<file path="config.mk">
export PLATFORM = sky130hd
export DESIGN_NAME = fnd_scan_controller
export DESIGN_NICKNAME = d
export VERILOG_FILES = /design/src/rtl/fnd_pkg.sv /design/src/rtl/decoder_7seg.sv /design/src/rtl/fnd_scan_controller.sv
export SDC_FILE = /design/constraint.sdc
export NUM_CORES = 1
export LEC_CHECK = 0
export CAP_MARGIN = 20
export CORE_ASPECT_RATIO = 1.1
export CORE_MARGIN = 2
export CORE_UTILIZATION = 40
export CTS_BUF_LIST = sky130_fd_sc_hd__clkbuf_16
export DETAILED_ROUTE_END_ITERATION = 10
export HOLD_SLACK_MARGIN = 0.08
export PLACE_DENSITY_LB_ADDON = 0.25
export SYNTH_ARGS = -nofsm -noshare
export SYNTH_HDL_FRONTEND = slang
export SYNTH_SLANG_ARGS = --single-unit
</file>
<file path="constraint.sdc">
create_clock -name clk -period 3.3 [get_ports clk]
set_clock_uncertainty 0.05 [all_clocks]
set_input_delay 0.33 -clock clk [delete_from_list [all_inputs] [get_ports clk]]
set_output_delay 0.33 -clock clk [all_outputs]
set_load 0.05 [all_outputs]
</file>
<file path="src/rtl/fnd_pkg.sv">
// Shared definitions for the 4-digit 7-segment scan controller.
package fnd_pkg;

  typedef enum logic [1:0] {
    ST_IDLE  = 2'd0,
    ST_DRIVE = 2'd1,
    ST_BLANK = 2'd2
  } scan_state_t;

  localparam int         NUM_DIGITS = 4;
  localparam logic [7:0] SEG_OFF    = 8'hFF;
  localparam logic [3:0] COM_OFF    = 4'hF;
  localparam logic [6:0] SEG_BLANK  = 7'h7F;

endpackage

</file>
<file path="src/rtl/decoder_7seg.sv">
// Hex nibble to active-low 7-segment code {p,g,f,e,d,c,b,a}, with p off.
module decoder_7seg
  import fnd_pkg::*;
(
  input  logic [3:0] hex,
  output logic [7:0] seg
);

  // Pure lookup of the segment pattern for one hex digit.
  always_comb begin
    seg = SEG_OFF;
    case (hex)
      4'h0:    seg = 8'hC0;
      4'h1:    seg = 8'hF9;
      4'h2:    seg = 8'hA4;
      4'h3:    seg = 8'hB0;
      4'h4:    seg = 8'h99;
      4'h5:    seg = 8'h92;
      4'h6:    seg = 8'h82;
      4'h7:    seg = 8'hD8;
      4'h8:    seg = 8'h80;
      4'h9:    seg = 8'h90;
      4'hA:    seg = 8'h88;
      4'hB:    seg = 8'h83;
      4'hC:    seg = 8'hC6;
      4'hD:    seg = 8'hA1;
      4'hE:    seg = 8'h86;
      4'hF:    seg = 8'h8E;
      default: seg = SEG_OFF;
    endcase
  end

endmodule

</file>
<file path="src/rtl/fnd_scan_controller.sv">
// Time-multiplexed 4-digit common-anode FND driver with dead-time blanking
// and a once-per-frame snapshot of the displayed value.
module fnd_scan_controller
  import fnd_pkg::*;
#(
  parameter int SCAN_DIV  = 100000,
  parameter int BLANK_CYC = 1000
) (
  input  logic        clk,
  input  logic        reset_p,
  input  logic        en,
  input  logic [15:0] value,
  input  logic [3:0]  dp_en,
  input  logic        lz_en,
  output logic [7:0]  seg_7,
  output logic [3:0]  com,
  output logic        frame_tick
);

  localparam int CNT_MAX = (SCAN_DIV > BLANK_CYC) ? ((SCAN_DIV > 2) ? SCAN_DIV : 2)
                                                  : ((BLANK_CYC > 2) ? BLANK_CYC : 2);
  localparam int CW = $clog2(CNT_MAX);

  scan_state_t state, state_nx;
  logic [1:0]  digit, digit_nx;
  logic [CW-1:0] cnt, cnt_nx;
  logic        load;

  logic [15:0]           snap_value;
  logic [NUM_DIGITS-1:0] snap_dp;
  logic                  snap_lz;

  // Snapshot as it will be during the next cycle; outputs are computed from
  // this so the first DRIVE(0) cycle already shows the freshly captured value.
  logic [15:0]           val_nx;
  logic [NUM_DIGITS-1:0] dp_nx;
  logic                  lz_nx;
  logic [3:0]            nibble;
  logic [7:0]            dec_seg;
  logic                  blank_dig;
  logic [7:0]            seg_nx;
  logic [3:0]            com_nx;

  // Next-state, digit and dwell-counter sequencing.
  always_comb begin
    state_nx = state;
    digit_nx = digit;
    cnt_nx   = cnt + CW'(1);
    load     = 1'b0;
    if (!en) begin
      state_nx = ST_IDLE;
      digit_nx = 2'd0;
      cnt_nx   = '0;
    end else begin
      case (state)
        ST_IDLE: begin
          state_nx = ST_DRIVE;
          digit_nx = 2'd0;
          cnt_nx   = '0;
          load     = 1'b1;
        end
        ST_DRIVE: begin
          if (cnt == CW'(SCAN_DIV - 1)) begin
            cnt_nx = '0;
            if (BLANK_CYC == 0) begin
              state_nx = ST_DRIVE;
              digit_nx = digit + 2'd1;
              load     = (digit == 2'd3);
            end else begin
              state_nx = ST_BLANK;
            end
          end else begin
            state_nx = ST_DRIVE;
          end
        end
        ST_BLANK: begin
          if (cnt == CW'(BLANK_CYC - 1)) begin
            cnt_nx   = '0;
            state_nx = ST_DRIVE;
            digit_nx = digit + 2'd1;
            load     = (digit == 2'd3);
          end else begin
            state_nx = ST_BLANK;
          end
        end
        default: begin
          state_nx = ST_IDLE;
          digit_nx = 2'd0;
          cnt_nx   = '0;
        end
      endcase
    end
  end

  // Select the snapshot and nibble for the upcoming digit, plus leading-zero blanking.
  always_comb begin
    val_nx    = load ? value : snap_value;
    dp_nx     = load ? dp_en : snap_dp;
    lz_nx     = load ? lz_en : snap_lz;
    nibble    = 4'h0;
    blank_dig = 1'b0;
    case (digit_nx)
      2'd0: begin
        nibble    = val_nx[3:0];
        blank_dig = 1'b0;
      end
      2'd1: begin
        nibble    = val_nx[7:4];
        blank_dig = lz_nx && (val_nx[15:4] == 12'd0);
      end
      2'd2: begin
        nibble    = val_nx[11:8];
        blank_dig = lz_nx && (val_nx[15:8] == 8'd0);
      end
      2'd3: begin
        nibble    = val_nx[15:12];
        blank_dig = lz_nx && (val_nx[15:12] == 4'd0);
      end
      default: begin
        nibble    = 4'h0;
        blank_dig = 1'b0;
      end
    endcase
  end

  decoder_7seg u_dec (
    .hex (nibble),
    .seg (dec_seg)
  );

  // Output pattern for the upcoming state: dp overrides bit 7, blanked digits stay selected.
  always_comb begin
    seg_nx = SEG_OFF;
    com_nx = COM_OFF;
    if (state_nx == ST_DRIVE) begin
      seg_nx = {~dp_nx[digit_nx], (blank_dig ? SEG_BLANK : dec_seg[6:0])};
      com_nx = ~(4'b0001 << digit_nx);
    end else begin
      seg_nx = SEG_OFF;
      com_nx = COM_OFF;
    end
  end

  // Sequencer state, snapshot and registered pin outputs.
  always_ff @(posedge clk or posedge reset_p) begin
    if (reset_p) begin
      state      <= ST_IDLE;
      digit      <= 2'd0;
      cnt        <= '0;
      snap_value <= 16'h0000;
      snap_dp    <= 4'h0;
      snap_lz    <= 1'b0;
      seg_7      <= SEG_OFF;
      com        <= COM_OFF;
      frame_tick <= 1'b0;
    end else begin
      state      <= state_nx;
      digit      <= digit_nx;
      cnt        <= cnt_nx;
      snap_value <= val_nx;
      snap_dp    <= dp_nx;
      snap_lz    <= lz_nx;
      seg_7      <= seg_nx;
      com        <= com_nx;
      frame_tick <= load;
    end
  end

endmodule

</file>
==> impl_metrics.toml, run 1 <==
[outcome]
status = "complete, no violations"

[floorplanning]
die_y_um = 94.4
start_util_pct = 41.9
num_io_pins = 37
die_w_um = 86.2
rows = 32
core_area_sq_um = 7090
dieArea_sq_um = 8130

[power_and_ir_drop]
p_per_area_nw_per_um2 = 455
ir_drop_uv = 227
p_leak_nw = 1.52

[cells_and_area]
drive_gt1_share_pct = 21.7
nets = 357
area_growth_pct = 25.0
fin_cells = 407
diodes = 0

[yosys]
synth_top_area_share_pct = 36.2
ys_ff_latch = 55
ys_seq_area_share_pct = 46.8
synth-edff-count = 0
netlist.top_cell.by_area = "dfrtp_1"
synthFlopType = "dfrtp_1"
synthCells = 272
syn_area_per_cell_sq_um = 10.9
synth.cell_area_sq_um = 2970
syn_nets = 308
yosys-top-cells-count = "dfrtp_1, nor2_1, inv_1"
synth.most_common_cell = "dfrtp_1"
async_flop_share_pct = 100
ys_warn_count = 0
ys_types = 57
synth.area.top_cells = "dfrtp_1, dfstp_2, ha_1"

[placed_design]
hpwl_mm = 4.49
routabilityCongestion = 0.890
port_buffers = 36
dpl.cell_count = 393

[clock_network]
cts_buffers = 5
ctsRootBufferMaster = "clkbuf_16"
ctsHoldBuffers = 0
clkTransAtPathRegs_ns = 0.07
cts.path.max_buffers = 2
tritoncts = "built"
clk_latency_ns = 0.29
cts.sinks = 55
cts_max_level = 2

[setup_path]
crit_fanout = 9
path_depth = 12
endpoint_kind = "register"
max_stage_delay_ns = 0.46
crit_chain = "nor4_4, buf_4, and3_1, a41oi_1, o32ai_4, a21oi_1, a22oi_2, inv_2, ha_1, nor2_1, a211oi_1, o21ai_1"
rr_worst_depth = 12
cp_slowest_cell = "dfrtp_1"
cp_num_buf_inv = 2
ff2ff_setup_slack_ns = 0.24
critical_path_arrival_ns = 3.22
crit_path_start_kind = "register"
critPathKind = "reg2reg"
worstPathRequired_ns = 3.46
crit_family = "compound AO/OA/AOI/OAI gates"

[timing]
tns_ns = 0
fin_crit_ns = 3.06
maxSlewHeadroom_pct = 54.7
finalCritPeriodShare_pct = 92.9
worst_pin_slew_ns = 0.677
finalHoldWorstSlack_ns = 0.330
maxSlewViolCount = 0
rsz0062_at_grt = "no"
fmax_mhz = 326
finalHoldViolCount = 0
finalSetupViolCount = 0

[grt]
grt_overflow = 0
grt_pass1_vias = 2182
grt_max_degree = 52
grt_pass1_wl_mm = 10.4
grtUsageTotal_pct = 16.0
antenna_found_initial = 0

[drt]
drc_errors = 0
vias = 2161
avgRoutedWirePerCell_um = 15.2
dr.pass1.iters = 4
routed_wl_mm = 6.20
drt_iter0_markers = 107
drtAntennaViolNets = 0
avgViaCountPerCell = 5.31

[job]
maxCapViolations = 0

[min_path]
hold_path.class = "in2async"
==> cell usage in the layout (no fill, tap or decap), types with 3 or more instances in the layout <==
master	instances
o221ai_1	4
mux2_1	4
o21ai_1	3
ha_1	10
nor4_1	5
clkbuf_16	5
clkdlybuf4s50_1	36
inv_2	5
a21oi_1	9
inv_1	15
xor2_1	10
xnor2_1	5
and3_1	4
nor2_1	30
nand4_1	5
dfstp_2	12
nor3_1	4
nand2_1	15
nand2b_1	3
o21ai_0	5
dfrtp_1	43
buf_4	8
mux2i_1	7
nand3_1	15
mux2_2	12
==> flip-flops by register name, indices dropped and copies added, names as in the netlist <==
signal,cells
cnt,17
snap_value,16
seg_7,8
com,4
snap_dp,4
digit,2
state,2
frame_tick,1
snap_lz,1
==> worst paths after layout <==
check,from,endpoint
max reg2reg,cnt[12],seg_7[3]
max,cnt[12],seg_7[3]
min in group clk,cnt[0],cnt[0]
max in group asynchronous,reset_p,seg_7[1]
min reg2reg,cnt[0],cnt[0]
min,reset_p,cnt[3]
==> stage by stage <==
stage / utilization, % / cell area [sq um] / setup WS, ns / power [W]
2_1_floorplan: - / 2970 / 0.276 / 0.00101
3_3_place_gp: 48.7 / 3450 / 0.0991 / 0.00111
3_5_place_dp: 48.7 / 3450 / 0.0692 / 0.00111
4_1_cts: 51.0 / 3610 / 0.107 / 0.00170
5_1_grt: 52.4 / 3710 / 0.00651 / 0.00177
6_report: 52.4 / 3710 / 0.235 / 0.00169
==> per-layer routing <==
| layer | track usage, % | part of all wire (%) | wire length, um |
|---|---|---|---|
| met1 | 22.0 | 47 | 2910 |
| met2 | 26.3 | 49 | 3020 |
| met3 | 2.80 | 3.5 | 219 |
| met4 | 3.97 | 0.71 | 44 |
| met5 | 0 | 0 | 0 |
==> cell type report <==
class	instances	area (sq um)
inverters	20	75.1
clock inverters	3	38.8
well taps	85	106
clock buffers	5	125
fillers	612	3370
multi-input cells	193	1520
flip-flops and latches	55	1390
repair buffers	46	460
==> kinds of logic (layout without fill, tap and decap cells) <==
family                   count (synthesis)  in the layout  synth area share (%)
flip-flops                              55             55                  46.8
AND/OR/NAND/NOR                        100            100                  19.1
adder cells (fa/ha/maj)                 12             12                  5.05
buffers and inverters                   24             74                  3.54
AO/OA/AOI/OAI                           41             41                  11.6
multiplexers                            25             25                  9.44
XOR/XNOR                                15             15                  4.42
==> power breakdown <==
group          switching, W  total, W  internal [W]
Sequential        0.0000217  0.000765      0.000743
Clock              0.000228  0.000583      0.000354
Combinational      0.000197  0.000343      0.000146
Total              0.000447   0.00169       0.00124
==> timing repair <==
item	in CTS	in global routing
setup buffers	0	5
gates resized for setup	0	10
endpoints found under the setup margin	0	7
(Power assumes the default switching activity.)
==> run 2: changes to the inputs <==
--- a/config.mk
+++ b/config.mk
@@ -7,12 +7,11 @@
 export LEC_CHECK = 0
 export CAP_MARGIN = 20
 export CORE_ASPECT_RATIO = 1.1
-export CORE_MARGIN = 2
 export CORE_UTILIZATION = 40
 export CTS_BUF_LIST = sky130_fd_sc_hd__clkbuf_16
 export DETAILED_ROUTE_END_ITERATION = 10
 export HOLD_SLACK_MARGIN = 0.08
-export PLACE_DENSITY_LB_ADDON = 0.25
+export PLACE_DENSITY = 0.63
 export SYNTH_ARGS = -nofsm -noshare
 export SYNTH_HDL_FRONTEND = slang
 export SYNTH_SLANG_ARGS = --single-unit
==> run 2 against run 1 <==
Critical path type unchanged. The run now ends with DRC left. Combinational power rose by 2%. Sequential cell count did not move. Largest power group unchanged. Register-to-register slack got worse by 0.03 ns. Via count rose by 0.56%. Fmax fell by 0.83%. Worst setup slack got worse by 0.025 ns.
==> impl_metrics.toml, run 2 (synthesis gave the netlist of run 1 again) <==
[clock_network]
ctsHoldBuffers = 0
tritoncts = "built"
cts_buffers = 5
cts_max_level = 2
ctsRootBufferMaster = "clkbuf_16"
cts.path.max_buffers = 2
clk_latency_ns = 0.29
clkTransAtPathRegs_ns = 0.07
cts.sinks = 55

[timing]
maxSlewViolCount = 0
maxSlewHeadroom_pct = 54.3
finalHoldViolCount = 0
finalSetupViolCount = 0
fin_crit_ns = 3.09
setup_ws_ns = 0.210
finalCritPeriodShare_pct = 93.6
worst_pin_slew_ns = 0.683
fmax_mhz = 324

[grt]
grt_overflow = 0
grt_pass1_vias = 2186
grt_pass1_wl_mm = 10.1
antenna_found_initial = 0
grt_max_degree = 39
grtUsageTotal_pct = 16.0

[placed_design]
dpl.cell_count = 399
post-place-ws_ns = -0.0292
routabilityCongestion = 0.863
hpwl_mm = 4.42
port_buffers = 36

[power_and_ir_drop]
pwr-share-comb_pct = 21.5
p_leak_nw = 1.54
p_int_w = 0.00118
p_switching_w = 0.000455
p_per_area_nw_per_um2 = 437
p_clk_share_pct = 31.7
sw_frac_of_total_pct = 27.9
p_seq_share_pct = 46.8
ir_drop_uv = 270

[job]
maxCapViolations = 0

[outcome]
violations = "DRC"
status = "finished, violations left"

[setup_path]
critPathKind = "reg2reg"
critical_path_arrival_ns = 3.24
worstPathRequired_ns = 3.45
endpoint_kind = "register"
crit_path_start_kind = "register"
crit_fanout = 5

[drt]
avgViaCountPerCell = 5.22
drc_errors = 6
dr.pass1.iters = 7
vias = 2173
drtAntennaViolNets = 0
avgRoutedWirePerCell_um = 14.5
drt_iter0_markers = 105
routed_wl_mm = 6.05

[floorplanning]
core_area_sq_um = 7090
die_w_um = 84.2
die_y_um = 92.4
rows = 32
start_util_pct = 41.9
num_io_pins = 37
dieArea_sq_um = 7780

[cells_and_area]
diodes = 0
area_growth_pct = 25.7
regMostFlops = "cnt"
nets = 366
fin_cells = 416
largest_reg_flops = 17
layout_common_cells = "dfrtp_1, clkdlybuf4s50_1, nor2_1"
fin_util_pct = 52.7
largestRegisters = "cnt: 17 flops, snap_value: 16 flops, seg_7: 8 flops"
drive_gt1_share_pct = 22.4
final_common_cell = "dfrtp_1"

[min_path]
hold_path.class = "in2async"
run 2: stage by stage:
stage	instance area, sq um	power, W	hold slack [ns]	setup TNS [ns]
floorplan	2970	0.00101	0.405	0
global placement	3480	0.00112	0.431	0
detailed placement	3480	0.00112	0.430	-0.0292
CTS	3630	0.00164	0.288	0
global route	3730	0.00171	0.322	-0.0151
finish	3730	0.00163	0.279	0
run 2: worst paths after layout:
check / from / cells past startpoint / slack (ns) / end
setup / recovery: cnt[12] / 12 / 0.21 / seg_7[3]
hold / removal: reset_p / 2 / 0.28 / frame_tick
setup reg to reg: cnt[12] / 12 / 0.21 / seg_7[3]
hold reg to reg: cnt[0] / 1 / 0.44 / cnt[0]
max in group asynchronous: reset_p / 3 / 2.10 / com[2]
min in group clk: cnt[0] / 1 / 0.44 / cnt[0]
run 2: critical path, cell delays in order, from the launching register on:
cell	delay [ns]
dfrtp_1	0.45
nor4_4	0.39
nand4_4	0.20
o311a_1	0.38
a31o_2	0.28
mux2i_1	0.13
o21ai_1	0.12
a21boi_2	0.22
inv_1	0.10
ha_1	0.29
nor2_1	0.05
a211oi_1	0.22
o21ai_1	0.11
run 2: layout make-up:
cell class | instances | area (sq um)
well taps | 85 | 106
clock buffers | 5 | 125
fillers | 629 | 3350
flip-flops and latches | 55 | 1390
clock inverters | 3 | 20.0
repair buffers | 55 | 515
inverters | 20 | 75.1
multi-input cells | 193 | 1500
run 2: power by group through the flow:
| stage | logic [W] | registers [W] | clock network (W) |
|---|---|---|---|
| 5_1_grt | 0.000381 | 0.000770 | 0.000554 |
| 4_1_cts | 0.000344 | 0.000764 | 0.000528 |
| 3_3_place_gp | 0.000342 | 0.000775 | 0 |
| 3_5_place_dp | 0.000343 | 0.000777 | 0 |
| 6_report | 0.000351 | 0.000764 | 0.000517 |
| 2_1_floorplan | 0.000174 | 0.000832 | 0 |
run 2: what timing repair did:
item / in CTS / in global routing
setup endpoints to repair: 0 / 3
buffers inserted: 0 / 9
resized for setup: 0 / 4
run 2: routing by layer:
metal | up-vias | global-route usage, % | share of wire (%)
met1 | 1049 | 21.3 | 46
li1 | 1083 | - | -
met2 | 39 | 27.5 | 51
met5 | - | 0 | 0
met3 | 2 | 2.50 | 2.9
met4 | 0 | 3.45 | 0.38
